`src/rtl/sram_pkg.sv`:
```
// Shared constants and types for the SRAM fill/read access path.
package sram_pkg;

   localparam int unsigned SRAM_ADDR_W    = 19;
   localparam int unsigned SRAM_WORD_W    = 32;
   localparam int unsigned WORDS_PER_LINE = 3;
   localparam int unsigned SRAM_LINE_W    = SRAM_WORD_W * WORDS_PER_LINE;

   // Which requester owns the SRAM port in the current cycle.
   typedef enum logic [1:0] {
      GNT_NONE  = 2'd0,
      GNT_WRITE = 2'd1,
      GNT_READ  = 2'd2
   } grant_t;

endpackage

```
`src/rtl/sram_line_packer.sv`:
```
// Packs incoming words into full SRAM lines and holds one completed line
// until the arbiter issues it. The first word of a line ends up in the MSBs.
module sram_line_packer #(
   parameter int unsigned WORD_W         = sram_pkg::SRAM_WORD_W,
   parameter int unsigned WORDS_PER_LINE = sram_pkg::WORDS_PER_LINE
) (
   input  logic                             CLK,
   input  logic                             RST,
   input  logic                             restart,
   input  logic                             word_valid,
   input  logic [WORD_W-1:0]                word,
   output logic                             word_ready,
   input  logic                             line_issue,
   output logic [WORD_W*WORDS_PER_LINE-1:0] line,
   output logic                             line_pending
);

   localparam int unsigned LINE_W   = WORD_W * WORDS_PER_LINE;
   localparam int unsigned CNT_W    = (WORDS_PER_LINE > 1) ? $clog2(WORDS_PER_LINE) : 1;
   localparam logic [CNT_W-1:0] LAST_CNT = CNT_W'(WORDS_PER_LINE - 1);

   logic [CNT_W-1:0]  cnt_q, cnt_d;
   logic [LINE_W-1:0] pack_q, pack_d;
   logic [LINE_W-1:0] line_q, line_d;
   logic              pending_q, pending_d;
   logic              last_word;
   logic              accept;

   // Handshake and next-state: a completed line may overwrite the line
   // register in the same cycle the previous line is being issued.
   always_comb begin
      last_word  = (cnt_q == LAST_CNT);
      word_ready = restart || !(last_word && pending_q && !line_issue);
      accept     = word_valid && word_ready && !restart;
      cnt_d      = cnt_q;
      pack_d     = pack_q;
      line_d     = line_q;
      pending_d  = pending_q;
      if (restart) begin
         cnt_d     = '0;
         pending_d = 1'b0;
      end else begin
         if (line_issue) begin
            pending_d = 1'b0;
         end
         if (accept) begin
            pack_d = {pack_q[LINE_W-WORD_W-1:0], word};
            if (last_word) begin
               cnt_d     = '0;
               line_d    = {pack_q[LINE_W-WORD_W-1:0], word};
               pending_d = 1'b1;
            end else begin
               cnt_d = cnt_q + CNT_W'(1);
            end
         end
      end
   end

   // Packer state registers.
   always_ff @(posedge CLK or posedge RST) begin
      if (RST) begin
         cnt_q     <= '0;
         pack_q    <= '0;
         line_q    <= '0;
         pending_q <= 1'b0;
      end else begin
         cnt_q     <= cnt_d;
         pack_q    <= pack_d;
         line_q    <= line_d;
         pending_q <= pending_d;
      end
   end

   assign line         = line_q;
   assign line_pending = pending_q;

endmodule

```
`src/rtl/sram_access_arbiter.sv`:
```
// Shares one single-port SRAM between the packed write stream and a random
// read requester with round-robin arbitration; reads return after a fixed
// SRAM latency plus one capture stage.
module sram_access_arbiter #(
   parameter int unsigned ADDR_W         = sram_pkg::SRAM_ADDR_W,
   parameter int unsigned WORD_W         = sram_pkg::SRAM_WORD_W,
   parameter int unsigned WORDS_PER_LINE = sram_pkg::WORDS_PER_LINE,
   parameter int unsigned RD_LATENCY     = 2
) (
   input  logic                             CLK,
   input  logic                             RST,
   input  logic                             wr_restart,
   input  logic                             wr_word_valid,
   input  logic [WORD_W-1:0]                wr_word,
   output logic                             wr_word_ready,
   output logic                             wr_wrap,
   input  logic                             rd_req_valid,
   input  logic [ADDR_W-1:0]                rd_req_addr,
   output logic                             rd_req_ready,
   output logic                             rd_rvalid,
   output logic [WORD_W*WORDS_PER_LINE-1:0] rd_rdata,
   output logic                             SRAM_CE,
   output logic                             SRAM_WE,
   output logic [ADDR_W-1:0]                SRAM_ADDR,
   output logic [WORD_W*WORDS_PER_LINE-1:0] SRAM_DATA_IN,
   input  logic [WORD_W*WORDS_PER_LINE-1:0] SRAM_DATA_OUT
);

   import sram_pkg::*;

   localparam int unsigned LINE_W = WORD_W * WORDS_PER_LINE;

   logic [LINE_W-1:0]     line;
   logic                  line_pending;
   logic                  wr_cand;
   logic                  wr_grant;
   grant_t                grant;
   grant_t                last_grant_q;
   logic [ADDR_W-1:0]     wr_addr_q;
   logic [RD_LATENCY-1:0] rd_pipe_q;

   sram_line_packer #(
      .WORD_W         (WORD_W),
      .WORDS_PER_LINE (WORDS_PER_LINE)
   ) u_packer (
      .CLK          (CLK),
      .RST          (RST),
      .restart      (wr_restart),
      .word_valid   (wr_word_valid),
      .word         (wr_word),
      .word_ready   (wr_word_ready),
      .line_issue   (wr_grant),
      .line         (line),
      .line_pending (line_pending)
   );

   // Round-robin grant; a restart cycle withdraws the pending line.
   always_comb begin
      grant   = GNT_NONE;
      wr_cand = line_pending && !wr_restart;
      if (wr_cand && rd_req_valid) begin
         grant = (last_grant_q == GNT_WRITE) ? GNT_READ : GNT_WRITE;
      end else if (wr_cand) begin
         grant = GNT_WRITE;
      end else if (rd_req_valid) begin
         grant = GNT_READ;
      end
   end

   assign wr_grant     = (grant == GNT_WRITE);
   assign rd_req_ready = (grant == GNT_READ);

   // Remember the last winner so ties alternate; starts as READ so the
   // first tie favours the write side.
   always_ff @(posedge CLK or posedge RST) begin
      if (RST) begin
         last_grant_q <= GNT_READ;
      end else if (grant != GNT_NONE) begin
         last_grant_q <= grant;
      end
   end

   // Registered SRAM command and the self-incrementing write line address.
   always_ff @(posedge CLK or posedge RST) begin
      if (RST) begin
         SRAM_CE      <= 1'b0;
         SRAM_WE      <= 1'b0;
         SRAM_ADDR    <= '0;
         SRAM_DATA_IN <= '0;
         wr_addr_q    <= '0;
         wr_wrap      <= 1'b0;
      end else begin
         SRAM_CE <= 1'b0;
         SRAM_WE <= 1'b0;
         wr_wrap <= 1'b0;
         unique case (grant)
            GNT_WRITE: begin
               SRAM_CE      <= 1'b1;
               SRAM_WE      <= 1'b1;
               SRAM_ADDR    <= wr_addr_q;
               SRAM_DATA_IN <= line;
               wr_addr_q    <= wr_addr_q + ADDR_W'(1);
               wr_wrap      <= &wr_addr_q;
            end
            GNT_READ: begin
               SRAM_CE   <= 1'b1;
               SRAM_ADDR <= rd_req_addr;
            end
            default: ;
         endcase
         // No write is granted in a restart cycle, so this cannot race an issue.
         if (wr_restart) begin
            wr_addr_q <= '0;
         end
      end
   end

   // Track each read command on the port through the SRAM latency.
   always_ff @(posedge CLK or posedge RST) begin
      if (RST) begin
         rd_pipe_q <= '0;
      end else begin
         rd_pipe_q[0] <= SRAM_CE && !SRAM_WE;
         for (int i = 1; i < RD_LATENCY; i++) begin
            rd_pipe_q[i] <= rd_pipe_q[i-1];
         end
      end
   end

   // Capture read data as its valid bit leaves the latency pipe.
   always_ff @(posedge CLK or posedge RST) begin
      if (RST) begin
         rd_rvalid <= 1'b0;
         rd_rdata  <= '0;
      end else begin
         rd_rvalid <= rd_pipe_q[RD_LATENCY-1];
         if (rd_pipe_q[RD_LATENCY-1]) begin
            rd_rdata <= SRAM_DATA_OUT;
         end
      end
   end

endmodule

```
`config.mk`:
```
export PLATFORM = sky130hd
export DESIGN_NAME = sram_access_arbiter
export DESIGN_NICKNAME = d
export VERILOG_FILES = /design/src/rtl/sram_pkg.sv /design/src/rtl/sram_line_packer.sv /design/src/rtl/sram_access_arbiter.sv
export SDC_FILE = /design/constraint.sdc
export NUM_CORES = 1
export LEC_CHECK = 0
export ABC_AREA = 1
export ABC_CLOCK_PERIOD_IN_PS = 14560
export CAP_MARGIN = 20
export CORE_MARGIN = 5
export CORE_UTILIZATION = 45
export DETAILED_ROUTE_END_ITERATION = 10
export GPL_TIMING_DRIVEN = 0
export PLACE_DENSITY = 0.8
export SLEW_MARGIN = 5
export SYNTH_ARGS = -nofsm -noshare
export SYNTH_HDL_FRONTEND = slang
export SYNTH_SLANG_ARGS = --single-unit
```
`constraint.sdc`:
```
create_clock -name CLK -period 14.56 [get_ports CLK]
set_clock_uncertainty 0.2 [all_clocks]
set_input_delay 1.456 -clock CLK [delete_from_list [all_inputs] [get_ports CLK]]
set_output_delay 1.456 -clock CLK [all_outputs]
set_load 0.02 [all_outputs]
```
Word level (Yosys, flattened, before mapping) --
Index checks and enable logic that the tools add are counted.
Storage, ports and cells: flip-flop bits (word level) 401, input port bits 152, output and inout port bits 217, logic and storage cells 58
Cells by class: add/sub/neg operators 2, equal/unequal tests 4, muxes and demuxes 17, bitwise gates (word level) 1, reduce and logical (&&, ||, !) cells 20
Operators with widths (count):
- $mux W19 | 2
- $pmux W19 S2 | 1
- $add A19 B1 Y19 const B | 1
- $reduce_and A19 Y1 | 1
- $mux W2 | 7
- $reduce_bool A2 Y1 | 4
- $logic_and A1 B1 Y1 | 7
- $mux W1 | 7
- $eq A2 B1 Y1 const B | 2
- $eq A2 B2 Y1 const B | 2
- $logic_not A1 Y1 | 4
- $reduce_and A3 Y1 | 1
- $add A2 B1 Y2 const B | 1
- $reduce_and A2 Y1 | 1
- $reduce_or A2 Y1 | 1
- $logic_or A1 B1 Y1 | 1
- $not A1 Y1 | 1

Logic depth before layout (Yosys ltp) --
Gate-level depths: netlist of run 1.
depth after elaboration 13, depth in mapped cells 10, depth with buffers taken out 9

By module --
From an unflattened synthesis of run 1, not the netlist that was laid out.
Second synthesis, totals: cell total of the unflattened synthesis 1614, area, all modules 16375.7 um^2
By module, submodules not included:
- sram_access_arbiter | times used 1, cells each 900, area an instance 9414.0 um^2, seq. area each 5957.0 um^2
- sram_line_packer | times used 1, cells each 714, area an instance 6961.7 um^2, seq. area each 4078.9 um^2

Least setup slack after synthesis of run 1 --
No wires, ideal clock.
path type in2out, from input wr_restart, to output rd_req_ready, data arrival time 2.017 ns, data required time 12.904 ns, slack 10.887 ns, stages 5, path buffers 1, cell sequence nor2_4 nand2_1 nand2_1 inv_1 clkbuf_1
On the way: longest elaborated chain between the ends 5, elaborated cells on any way between the ends 6, those cells by class 1 x eq/ne; 2 x mux; 3 x reduce/logical
RTL lines:
- start, declared | RTL line sram_access_arbiter.sv:12 | input logic wr_restart,
- $logic_not A1 Y1 (*) | RTL line sram_access_arbiter.sv:60 | wr_cand = line_pending && !wr_restart;
- $logic_and A1 B1 Y1 (*) | RTL line sram_access_arbiter.sv:60
- $mux W2 or $logic_and A1 B1 Y1 (tied branches) | RTL line sram_access_arbiter.sv:63, sram_access_arbiter.sv:61
- $mux W2 (*) | RTL line sram_access_arbiter.sv:61 | if (wr_cand && rd_req_valid) begin
- $eq A2 B2 Y1 (*) | RTL line sram_access_arbiter.sv:71 | assign rd_req_ready = (grant == GNT_READ);
- end, declared | RTL line sram_access_arbiter.sv:19 | output logic rd_req_ready,
Every way passes the cells marked *; elsewhere a longest branch is shown, timed or not.

Worst setup path in the final report of run 1 --
Ends and elaborated chain as after synthesis.

==> metrics.md, run 1 <==
| Metric | Value |
|---|---|
| Status | completed |
| Global-route wire length before repair | just under 70 mm |
| Netlist cell types | 26 |
| Wirelength per Cell | about 18 um |
| P&R area growth vs syn | 36.6% |
| Avg Vias per Cell | 4.98 |
| Worst min path class | reg -> reg |
| Least-Margin Pin Slew | 0.683 ns |
| Die Area | 0.0381 mm^2 |
| CTS root buf | clkbuf_16 |
| Die W | a little under 200 um |
| Largest net degree at the start of global routing | 121 |
| Endpoint, Worst Hold | rd_pipe_q[1]$_DFF_PP0_ |
| Reg2reg path depth | 8 |
| Post-route core utilization | 0.627 |
| Clock Tree Buf Depth | 3 |
| CTS tree | done |
| Final period utilization | 0.355 |
| H-tree levels | 2 |
| Leakage power | about 10 nW |
| Gate count of the mapped netlist | roughly 1500 |
| Synth area leaders | dfrtp_1 (65%), nand2_1 (13%), mux2_2 (7.0%) |
| Critical Path Fanout Max | 10 |
| Total Routing Usage GR | 0.223 |
| Initial DRT Pass Iterations | 5 |
| Tmin final | around 5.2 ns |
| Yosys top cell by area | dfrtp_1 |
| Post-route ant nets | 0 |
| Fraction of layout cells with a size suffix above 1 | 0.123 |
| Initial Util | 0.459 |
| Final Wtd Congestion | about 0.87 |
| Capturing point of the worst reg2reg path | SRAM_ADDR[5]$_DFFE_PP0P_ |
| Top cell type's share of synthesized area | 0.648 |
| CTS Buf Count | 41 |
| # hold bufs at CTS | 0 |
| Finish-stage setup viols | 0 |
| Critical Path End Type | output port |
| Final net count | between 2000 and 2500 |
| Skew-Pair Late Insertion Delay | roughly 0.54 ns |
| Total gr overflow | 0 |
| Core ar. | between 0.03 and 0.04 mm^2 |
| CP Launch Type | input port |
| Post-Syn Area | ~0.015 mm^2 |
| Max cap viols | 0 |
| Via count | approximately 12000 |
| DP HPWL | around 32 mm |
| Data required, critical path | between 10 and 15 ns |
| Initial antenna violation count | 0 |
| Post-synthesis sequential area ratio | 0.649 |
| Clk pin slew, worst setup/hold paths | 0.06 ns |
| Number of I/O port buffers | approximately 370 |
| Setup CP Type | in -> out |
| Power consumption | 2.83 mW |
| Mean Syn Cell Area | between 10 and 15 um^2 |
| Worst setup startpoint | wr_restart |
| Post-synthesis register bit count | 401 |
| Number of I/O pins | about 370 |
| DR iter-0 viols | between 700 and 800 |
| Syn. warnings | 0 |
| Flop2flop setup slack | 12.49 ns |
| Power Density | about 130 mW/mm^2 |
| Post-cts resize count | 0 |
| # DRC | 0 |
| FF-to-FF Start | last_grant_q[1]$_DFFE_PP1P_ |
| Vias in the first global route | between 10000 and 15000 |
| CTS Sinks | ~400 |
| VDD IR max | roughly 0.000098 V |
| Final Hold Fails | 0 |
| Max transition margin | 0.545 |
| Fmax | approximately 0.19 GHz |
| Hold Crit Start | rd_pipe_q[0]$_DFF_PP0_ |
| Die height | 195 um |
| Worst Path Arrival | 3.52 ns |
| Routed WL | 43.3 mm |
| Net Count, Synth | 1661 |
| # diodes | 0 |
| Hold depth | 0 |
| RSZ-0062 raised after global routing | no |
| Std cell rows | 67 |
| Setup TNS | 0 ns |
| Setup Buffers After CTS | 0 |
| Final slew viol count | 0 |
==> kinds of logic (layout without fill, tap and decap cells) <==
family,Yosys count,after routing,synth area share
AND/OR/NAND/NOR,599,599,0.150
flip-flops,401,401,0.649
buffers and inverters,208,650,0.0612
AO/OA/AOI/OAI,203,203,0.0683
multiplexers,96,96,0.0700
adder cells (fa/ha/maj),1,1,0.000810
==> synth_stat cells, drive strengths merged <==
library cell and instances:
inv 132, dfstp 1, clkbuf 10, dfrtp 400, or2 1, nor4 1
ha 1, nand4 5, nand3 17, o21ai 178, a21oi 9, nand2 543
o211ai 15, mux2 96, buf 66, a31oi 1, nor2 27, nor3 5
==> layer usage <==
| metal | up-vias | part of all wire | wire length, um | global-route usage |
|---|---|---|---|---|
| met3 | 67 | 0.055 | 2390 | 0.0389 |
| met1 | 5861 | 0.42 | 18100 | 0.290 |
| met4 | 0 | 0.024 | 1030 | 0.0626 |
| met2 | 435 | 0.50 | 21800 | 0.387 |
| li1 | 5590 | - | - | - |
| met5 | - | 0 | 0 | 0 |
==> report_power, final <==
part | switching (mW) | internal (mW)
clock network | 0.435 | 0.604
registers | 0.0887 | 1.26
logic | 0.227 | 0.212
total | 0.751 | 2.07
==> area by class of cell <==
type | instances | area (um^2)
repair buffers | 371 | 3770
inverters | 132 | 503
flip-flops and latches | 401 | 10000
plain buffers | 76 | 450
well taps | 448 | 561
fillers | 2667 | 12600
clock inverters | 17 | 193
clock buffers | 54 | 1130
multi-input cells | 899 | 4470
==> worst max path at each step <==
stage                                   to  slack [ns]  cells past startpoint
6_report                      rd_req_ready        9.39                      7
5_1_grt                       rd_req_ready        9.30                      7
4_1_cts                       rd_req_ready        9.40                      7
3_5_place_dp                  rd_req_ready        9.42                      7
3_3_place_gp   SRAM_DATA_IN[3]$_DFFE_PP0P_       -2.27                      2
2_1_floorplan     SRAM_ADDR[0]$_DFFE_PP0P_        1.75                      1
==> placed cells by master (no fill, tap or decap), types with 2 or more instances in the layout <==
| cell type | Yosys | final |
|---|---|---|
| o21ai_1 | 120 | 120 |
| nor3_1 | 5 | 5 |
| buf_6 | 8 | 8 |
| clkbuf_8 | 0 | 6 |
| clkinv_8 | 0 | 2 |
| clkinv_2 | 0 | 9 |
| buf_16 | 0 | 3 |
| nand2_1 | 542 | 542 |
| dfrtp_1 | 400 | 400 |
| nor2_1 | 25 | 25 |
| inv_2 | 3 | 3 |
| a21oi_1 | 9 | 9 |
| clkdlybuf4s50_1 | 0 | 368 |
| o21ai_0 | 58 | 58 |
| clkbuf_16 | 0 | 41 |
| bufinv_16 | 0 | 3 |
| nand4_1 | 4 | 4 |
| buf_2 | 45 | 45 |
| clkbuf_1 | 10 | 17 |
| buf_4 | 13 | 13 |
| inv_1 | 129 | 128 |
| mux2_2 | 96 | 96 |
| o211ai_1 | 15 | 15 |
| nor2_4 | 2 | 2 |
| inv_6 | 0 | 2 |
| nand3_1 | 16 | 16 |
==> through the flow <==
stage / worst slack [ns] / area (um^2) / instances / hold WS, ns
5_1_grt: 9.30 / 21100 / 2398 / 0.160
4_1_cts: 9.40 / 21100 / 2398 / 0.156
3_5_place_dp: 9.42 / 19800 / 2327 / 0.149
3_3_place_gp: -2.27 / 19700 / 2324 / 0.154
2_1_floorplan: 1.75 / 15500 / 1508 / 0.131
6_report: 9.39 / 21100 / 2398 / 0.158
==> worst max-delay path: stages <==
cell	delay, ns
clkdlybuf4s50_1	0.65
nor2_4	0.11
nand2_1	0.09
nand2_1	0.07
inv_1	0.08
clkbuf_1	0.36
clkdlybuf4s50_1	0.71
==> sequential cells by signal, indices dropped and copies added, names as in the netlist, 2 cells and up <==
name / count
SRAM_ADDR: 19
SRAM_DATA_IN: 96
last_grant_q: 2
rd_pipe_q: 2
rd_rdata: 96
u_packer.cnt_q: 2
u_packer.line: 96
u_packer.pack_q: 64
wr_addr_q: 19
(Power assumes the default switching activity.)
==> inputs of run 2 (changes only) <==
--- a/config.mk
+++ b/config.mk
@@ -6,13 +6,13 @@
 export NUM_CORES = 1
 export LEC_CHECK = 0
 export ABC_AREA = 1
-export ABC_CLOCK_PERIOD_IN_PS = 14560
+export ABC_CLOCK_PERIOD_IN_PS = 4190
 export CAP_MARGIN = 20
 export CORE_MARGIN = 5
 export CORE_UTILIZATION = 45
 export DETAILED_ROUTE_END_ITERATION = 10
 export GPL_TIMING_DRIVEN = 0
-export PLACE_DENSITY = 0.8
+export PLACE_DENSITY = 0.83
 export SLEW_MARGIN = 5
 export SYNTH_ARGS = -nofsm -noshare
 export SYNTH_HDL_FRONTEND = slang
==> constraint.sdc (replaced) <==
create_clock -name CLK -period 4.19 [get_ports CLK]
set_clock_uncertainty 0.2 [all_clocks]
set_input_delay 0.419 -clock CLK [delete_from_list [all_inputs] [get_ports CLK]]
set_output_delay 0.419 -clock CLK [all_outputs]
set_load 0.02 [all_outputs]
==> metrics.md, run 2 (synthesis results as in run 1) <==
| Metric | Value |
|---|---|
| Status | completed (unchanged) |
| Initial antenna violation count | 0 (unchanged) |
| Most common cell after layout, fill and taps aside | nand2_1 (unchanged) |
| Avg Vias per Cell | 4.96 (was 4.98) |
| Setup TNS | 0 ns (unchanged) |
| Clk pin slew, worst setup/hold paths | 0.06 ns (about the same) |
| P&R area growth vs syn | 38.7% (was 36.6%) |
| # hold bufs at CTS | 0 (unchanged) |
| Critical Path Fanout Max | 10 (unchanged) |
| Leakage power | 10.2 nW (was 10.0 nW) |
| RSZ-0062 raised after global routing | no (unchanged) |
| Power Density | 476 mW/mm^2 (was 134 mW/mm^2) |
| Core ar. | 0.0337 mm^2 (unchanged) |
| Total Routing Usage GR | 0.225 (was 0.223) |
| Smallest hold slack | 0.0661 ns (was 0.158 ns) |
| H-tree levels | 2 (unchanged) |
| CTS root buf | clkbuf_16 (unchanged) |
| Tmin final | a little over 3 ns |
| Final net count | 2084 (was 2075) |
| CTS tree | done (unchanged) |
| Setup Buffers After CTS | 0 (unchanged) |
| Final WS setup | 1.16 ns (was 9.39 ns) |
| Critical Path End Type | output port (unchanged) |
| Power consumption | 10.2 mW (was 2.83 mW) |
| Clock Tree Buf Depth | 3 (unchanged) |
| Vias in the first global route | 12500 (was 12400) |
| DR iter-0 viols | 771 (was 773) |
| Most frequent cells in the layout | nand2_1 (542), dfrtp_1 (400), clkdlybuf4s50_1 (368) (unchanged) |
| Worst Path Arrival | 2.42 ns (was 3.52 ns) |
| Total gr overflow | 0 (unchanged) |
| Max transition margin | 0.675 (was 0.545) |
| Largest net degree at the start of global routing | 45 (was 121) |
| Wirelength per Cell | 18.0 um (was 18.1 um) |
| Skew-Pair Late Insertion Delay | 0.53 ns (was 0.54 ns) |
| Critical path, cell by cell | clkdlybuf4s50_1 -> nor2_4 -> nand2_1 -> nand2_1 -> inv_1 -> clkbuf_1 -> clkdlybuf4s50_1 (unchanged) |
| Placement Setup Slack | 1.20 ns (was 9.42 ns) |
| Fmax | around 0.33 GHz |
| Buffers & Inverters on Critical Path | 4 (unchanged) |
| Final period utilization | 0.724 |
| Setup CP Type | in -> out (unchanged) |
| Final Hold Fails | 0 (unchanged) |
| Data required, critical path | 3.57 ns (was 12.90 ns) |
| Via count | 12000 (about the same) |
| Finish-stage setup viols | 0 (unchanged) |
| Die Area | 0.0381 mm^2 (unchanged) |
| Initial Util | 0.459 (unchanged) |
| Global-route wire length before repair | 69.5 mm (was 68.9 mm) |
| Die W | 195 um (unchanged) |
| Worst min path class | in -> async (was reg -> reg) |
| CTS Sinks | 401 (unchanged) |
| Number of I/O pins | 369 (unchanged) |
| Max cap viols | 0 (unchanged) |
| Initial DRT Pass Iterations | 5 (unchanged) |
| # DRC | 0 (unchanged) |
| Final slew viol count | 0 (unchanged) |
| Cell family with most CP delay | buffers and inverters (unchanged) |
| Fraction of layout cells with a size suffix above 1 | 0.130 (was 0.123) |
| Post-cts resize count | 0 (unchanged) |
| Least-Margin Pin Slew | 0.487 ns (was 0.683 ns) |
| Routed WL | 43.3 mm (about the same) |
| Post-route ant nets | 0 (unchanged) |
| Final Wtd Congestion | 0.892 (was 0.869) |
| CTS Buf Count | 42 (was 41) |
| CP Launch Type | input port (unchanged) |
| Post-route core utilization | 0.636 (was 0.627) |
| Std cell rows | 67 (unchanged) |
| DP HPWL | 32.5 mm (was 32.2 mm) |
| # diodes | 0 (unchanged) |
| Slowest-stage cell, CP | clkdlybuf4s50_1 (unchanged) |
| Number of I/O port buffers | 368 (unchanged) |
| Die height | 195 um (unchanged) |
| Crit-path max cell delay | 0.70 ns (was 0.71 ns) |
| VDD IR max | 0.000322 V (was 0.0000981 V) |
==> run 2: worst reg2reg max path: stages (launching register included) <==
cell	delay (ns)
dfstp_2	0.51
inv_1	0.05
nand3_1	0.17
nand2_1	0.15
inv_1	0.09
buf_2	0.34
buf_2	0.31
nand2_1	0.11
nand3_1	0.09
==> run 2: through the flow <==
stage | std cells | cell area (um^2)
after floorplan | 1508 | 15500
after global placement | 2324 | 19700
after detailed placement | 2335 | 19900
after CTS | 2412 | 21400
after global routing | 2412 | 21400
final | 2412 | 21400
==> run 2: worst paths after layout <==
check	startpoint	end	slack [ns]	depth (start not counted)
setup reg to reg	last_grant_q[1]$_DFFE_PP1P_	SRAM_ADDR[5]$_DFFE_PP0P_	2.09	8
hold reg to reg	rd_pipe_q[1]$_DFF_PP0_	rd_rvalid$_DFF_PP0_	0.18	0
min in group CLK	rd_pipe_q[1]$_DFF_PP0_	rd_rvalid$_DFF_PP0_	0.18	0
setup / recovery	wr_restart	rd_req_ready	1.16	7
max in group asynchronous	RST	SRAM_DATA_IN[15]$_DFFE_PP0P_	2.64	5
hold / removal	RST	rd_rdata[18]$_DFFE_PP0P_	0.07	2
==> run 2: layer usage <==
layer,global-route usage,vias to the layer above,part of all wire
met2,0.387,427,0.50
met4,0.0657,0,0.027
met1,0.296,5834,0.42
li1,-,5630,-
met5,0,-,0
met3,0.0364,76,0.052
==> run 2: area by class of cell <==
class                   count  area (um^2)
inverters                 132          499
clock buffers              58         1230
plain buffers              76          450
multi-input cells         899         4470
fillers                  2588        12300
well taps                 448          561
clock inverters            19          277
flip-flops and latches    401        10000
repair buffers            379         3910
==> run 2: report_power, final <==
| group | switching, mW | internal [mW] |
|---|---|---|
| Clock | 1.53 | 2.44 |
| Combinational | 0.790 | 0.750 |
| Sequential | 0.305 | 4.37 |
| Total | 2.63 | 7.57 |
==> inputs of run 3 (changes only) <==
--- a/config.mk
+++ b/config.mk
@@ -6,7 +6,7 @@
 export NUM_CORES = 1
 export LEC_CHECK = 0
 export ABC_AREA = 1
-export ABC_CLOCK_PERIOD_IN_PS = 4190
+export ABC_CLOCK_PERIOD_IN_PS = 2500
 export CAP_MARGIN = 20
 export CORE_MARGIN = 5
 export CORE_UTILIZATION = 45
==> constraint.sdc (replaced) <==
create_clock -name CLK -period 2.5 [get_ports CLK]
set_clock_uncertainty 0.2 [all_clocks]
set_input_delay 0.25 -clock CLK [delete_from_list [all_inputs] [get_ports CLK]]
set_output_delay 0.25 -clock CLK [all_outputs]
set_load 0.02 [all_outputs]
==> metrics.md, run 3 (synthesis results as in run 1) <==
| Metric | Value |
|---|---|
| Status | completed (unchanged) |
| Global-route wire length before repair | 69.5 mm (about the same) |
| Met2 usage | 0.387 (unchanged) |
| Reg2reg path depth | 8 (unchanged) |
| CTS tree | done (unchanged) |
| Clock share of power | 0.390 (about the same) |
| GRT Max-Usage Layer | met2 (unchanged) |
| Core ar. | 0.0337 mm^2 (unchanged) |
| Finish-stage setup viols | 0 (unchanged) |
| Clock Tree Buf Depth | 3 (unchanged) |
| Total gr overflow | 0 (unchanged) |
| Initial Util | 0.459 (unchanged) |
| Max cap viols | 0 (unchanged) |
| Cell family with most CP delay | buffers and inverters (unchanged) |
| Crit-path max cell delay | 0.51 ns (was 0.70 ns) |
| DR iter-0 viols | 772 (was 771) |
| Slowest-stage cell, CP | dfstp_2 (was clkdlybuf4s50_1) |
| Met3 global-route usage | 0.0365 (was 0.0364) |
| Avg Vias per Cell | 4.97 (was 4.96) |
| Net Sw Power | 4.40 mW (was 2.63 mW) |
| Power Density | 797 mW/mm^2 (was 476 mW/mm^2) |
| # DRC | 0 (unchanged) |
| Final Hold Fails | 0 (unchanged) |
| Most common cell after layout, fill and taps aside | nand2_1 (unchanged) |
| Die W | 195 um (unchanged) |
| Final slew viol count | 0 (unchanged) |
| Sequential power share | 0.459 (about the same) |
| Met1 Resource Use GR | 0.296 (about the same) |
| Routed WL | 43.3 mm (unchanged) |
| Setup CP Type | reg -> out (was in -> out) |
| Fraction of layout cells with a size suffix above 1 | 0.130 (unchanged) |
| Cell mode on critical path | nand2_1 |
| Die height | 195 um (unchanged) |
| Via count | 12000 (about the same) |
| Leakage power | 10.2 nW (about the same) |
| Initial DRT Pass Iterations | 6 (was 5) |
| # diodes | 0 (unchanged) |
| Fill count | 2589 (was 2588) |
| CP Launch Type | flip-flop (was input port) |
| Skew-Pair Late Insertion Delay | 0.53 ns (about the same) |
| Clk pin slew, worst setup/hold paths | 0.06 ns (about the same) |
| Number of I/O port buffers | 368 (unchanged) |
| VDD IR max | 0.000540 V (was 0.000322 V) |
| Pint | 12.7 mW (was 7.57 mW) |
| Max transition margin | 0.681 (was 0.675) |
| Initial antenna violation count | 0 (unchanged) |
| Switching Fraction | 0.258 (about the same) |
| Combinational share of power | 0.151 (about the same) |
| CTS root buf | clkbuf_16 (unchanged) |
| Die Area | 0.0381 mm^2 (unchanged) |
| Post-route ant nets | 0 (unchanged) |
| Most frequent cells in the layout | nand2_1 (542), dfrtp_1 (400), clkdlybuf4s50_1 (366) (was nand2_1 (542), dfrtp_1 (400), clkdlybuf4s50_1 (368)) |
| Area occupied by multi-input gates | 0.00447 mm^2 (unchanged) |
| Critical Path Fanout Max | 11 (was 10) |
| Final WS setup | 0.214 ns (was 1.16 ns) |
| Final Wtd Congestion | 0.892 (unchanged) |
| Seq. cell area | 0.0100 mm^2 (unchanged) |
| Total Routing Usage GR | 0.225 (about the same) |
| Setup TNS | 0 ns (unchanged) |
| Tmin final | roughly 2.3 ns |
| Largest net degree at the start of global routing | 45 (unchanged) |
| Fmax | between 0.4 and 0.5 GHz |
| Buffers & Inverters on Critical Path | 3 (was 4) |
| Worst Path Arrival | 1.84 ns (was 2.42 ns) |
| Number of I/O pins | 369 (unchanged) |
| H-tree levels | 2 (unchanged) |
| Wirelength per Cell | 18.0 um (unchanged) |
| CTS Buf Count | 42 (unchanged) |
| Worst min path class | in -> reg (was in -> async) |
| Hold depth | 3 |
| Final net count | 2084 (unchanged) |
| RSZ-0062 raised after global routing | no (unchanged) |
| Final period utilization | 0.914 |
| Critical path, cell by cell | inv_1 -> nand2_1 -> nand2_1 -> nand2_1 -> inv_1 -> dlygate4sd2_1 (was clkdlybuf4s50_1 -> nor2_4 -> nand2_1 -> nand2_1 -> inv_1 -> clkbuf_1 -> clkdlybuf4s50_1) |
| DP HPWL | 32.5 mm (unchanged) |
| Least-Margin Pin Slew | 0.479 ns (was 0.487 ns) |
| Critical Path Stages | 6 (was 7) |
| Std cell rows | 67 (unchanged) |
| P&R area growth vs syn | 38.8% (was 38.7%) |
| Placement Setup Slack | -0.152 ns (was 1.20 ns) |
| Vias in the first global route | 12500 (about the same) |
| Critical Path End Type | output port (unchanged) |
| CTS Sinks | 401 (unchanged) |
| Data required, critical path | 2.05 ns (was 3.57 ns) |
## run 3: worst paths after layout
path                                                   from  slack [ns]                           end
worst min-delay path                         rd_req_addr[6]        0.09      SRAM_ADDR[6]$_DFFE_PP0P_
max in group asynchronous                               RST        0.57  SRAM_DATA_IN[15]$_DFFE_PP0P_
worst min register to register       rd_pipe_q[1]$_DFF_PP0_        0.18           rd_rvalid$_DFF_PP0_
worst max-delay path            last_grant_q[1]$_DFFE_PP1P_        0.21                  rd_req_ready
min in group asynchronous                               RST        0.45      rd_rdata[18]$_DFFE_PP0P_
worst max register to register  last_grant_q[1]$_DFFE_PP1P_        0.41      SRAM_ADDR[6]$_DFFE_PP0P_
## run 3: final cells by class
cell class              count  share of cell area
flip-flops and latches    401               0.468
multi-input cells         899               0.209
repair buffers            380               0.183
clock buffers              58              0.0575
well taps                 448              0.0261
inverters                 132              0.0233
plain buffers              75              0.0208
clock inverters            19              0.0129
## run 3: stage by stage
stage	utilization	area (um^2)	power, mW	hold slack [ns]	instances
5_1_grt	0.636	21400	17.8	0.0680	2412
2_1_floorplan	-	15500	9.15	0.123	1508
4_1_cts	0.636	21400	17.3	0.0552	2412
6_report	0.636	21400	17.1	0.0859	2412
3_5_place_dp	0.591	19900	10.5	0.159	2335
3_3_place_gp	0.585	19700	10.4	0.161	2324
## run 3: timing repair
action / CTS / global route
endpoints found under the setup margin: 2 / 0
hold buffers: 1 / 0
gates resized for setup: 2 / 0
endpoints found under the hold margin: 16 / 0
setup buffers: 0 / 0
## run 3: power by group through the flow
stage                     Combinational, mW  Sequential, mW  Clock (mW)
after CTS                              2.62            7.83        6.80
after floorplan                       0.963            8.19           0
after global routing                   2.81            7.93        7.05
final                                  2.58            7.84        6.66
after global placement                 2.48            7.91           0
after detailed placement               2.60            7.93           0
## run 3: routing by layer
metal	vias up	share of wire
met5	-	0
met4	0	0.028
met3	78	0.054
met2	420	0.50
met1	5859	0.42
li1	5623	-
## run 3: worst reg2reg max path, stage by stage, from the launching register on
cell and delay (ns):
dfstp_2 0.51, inv_1 0.05, nand3_1 0.17, nand2_1 0.14, inv_1 0.09, buf_2 0.33
buf_2 0.31, nand2_1 0.12, nand3_1 0.10
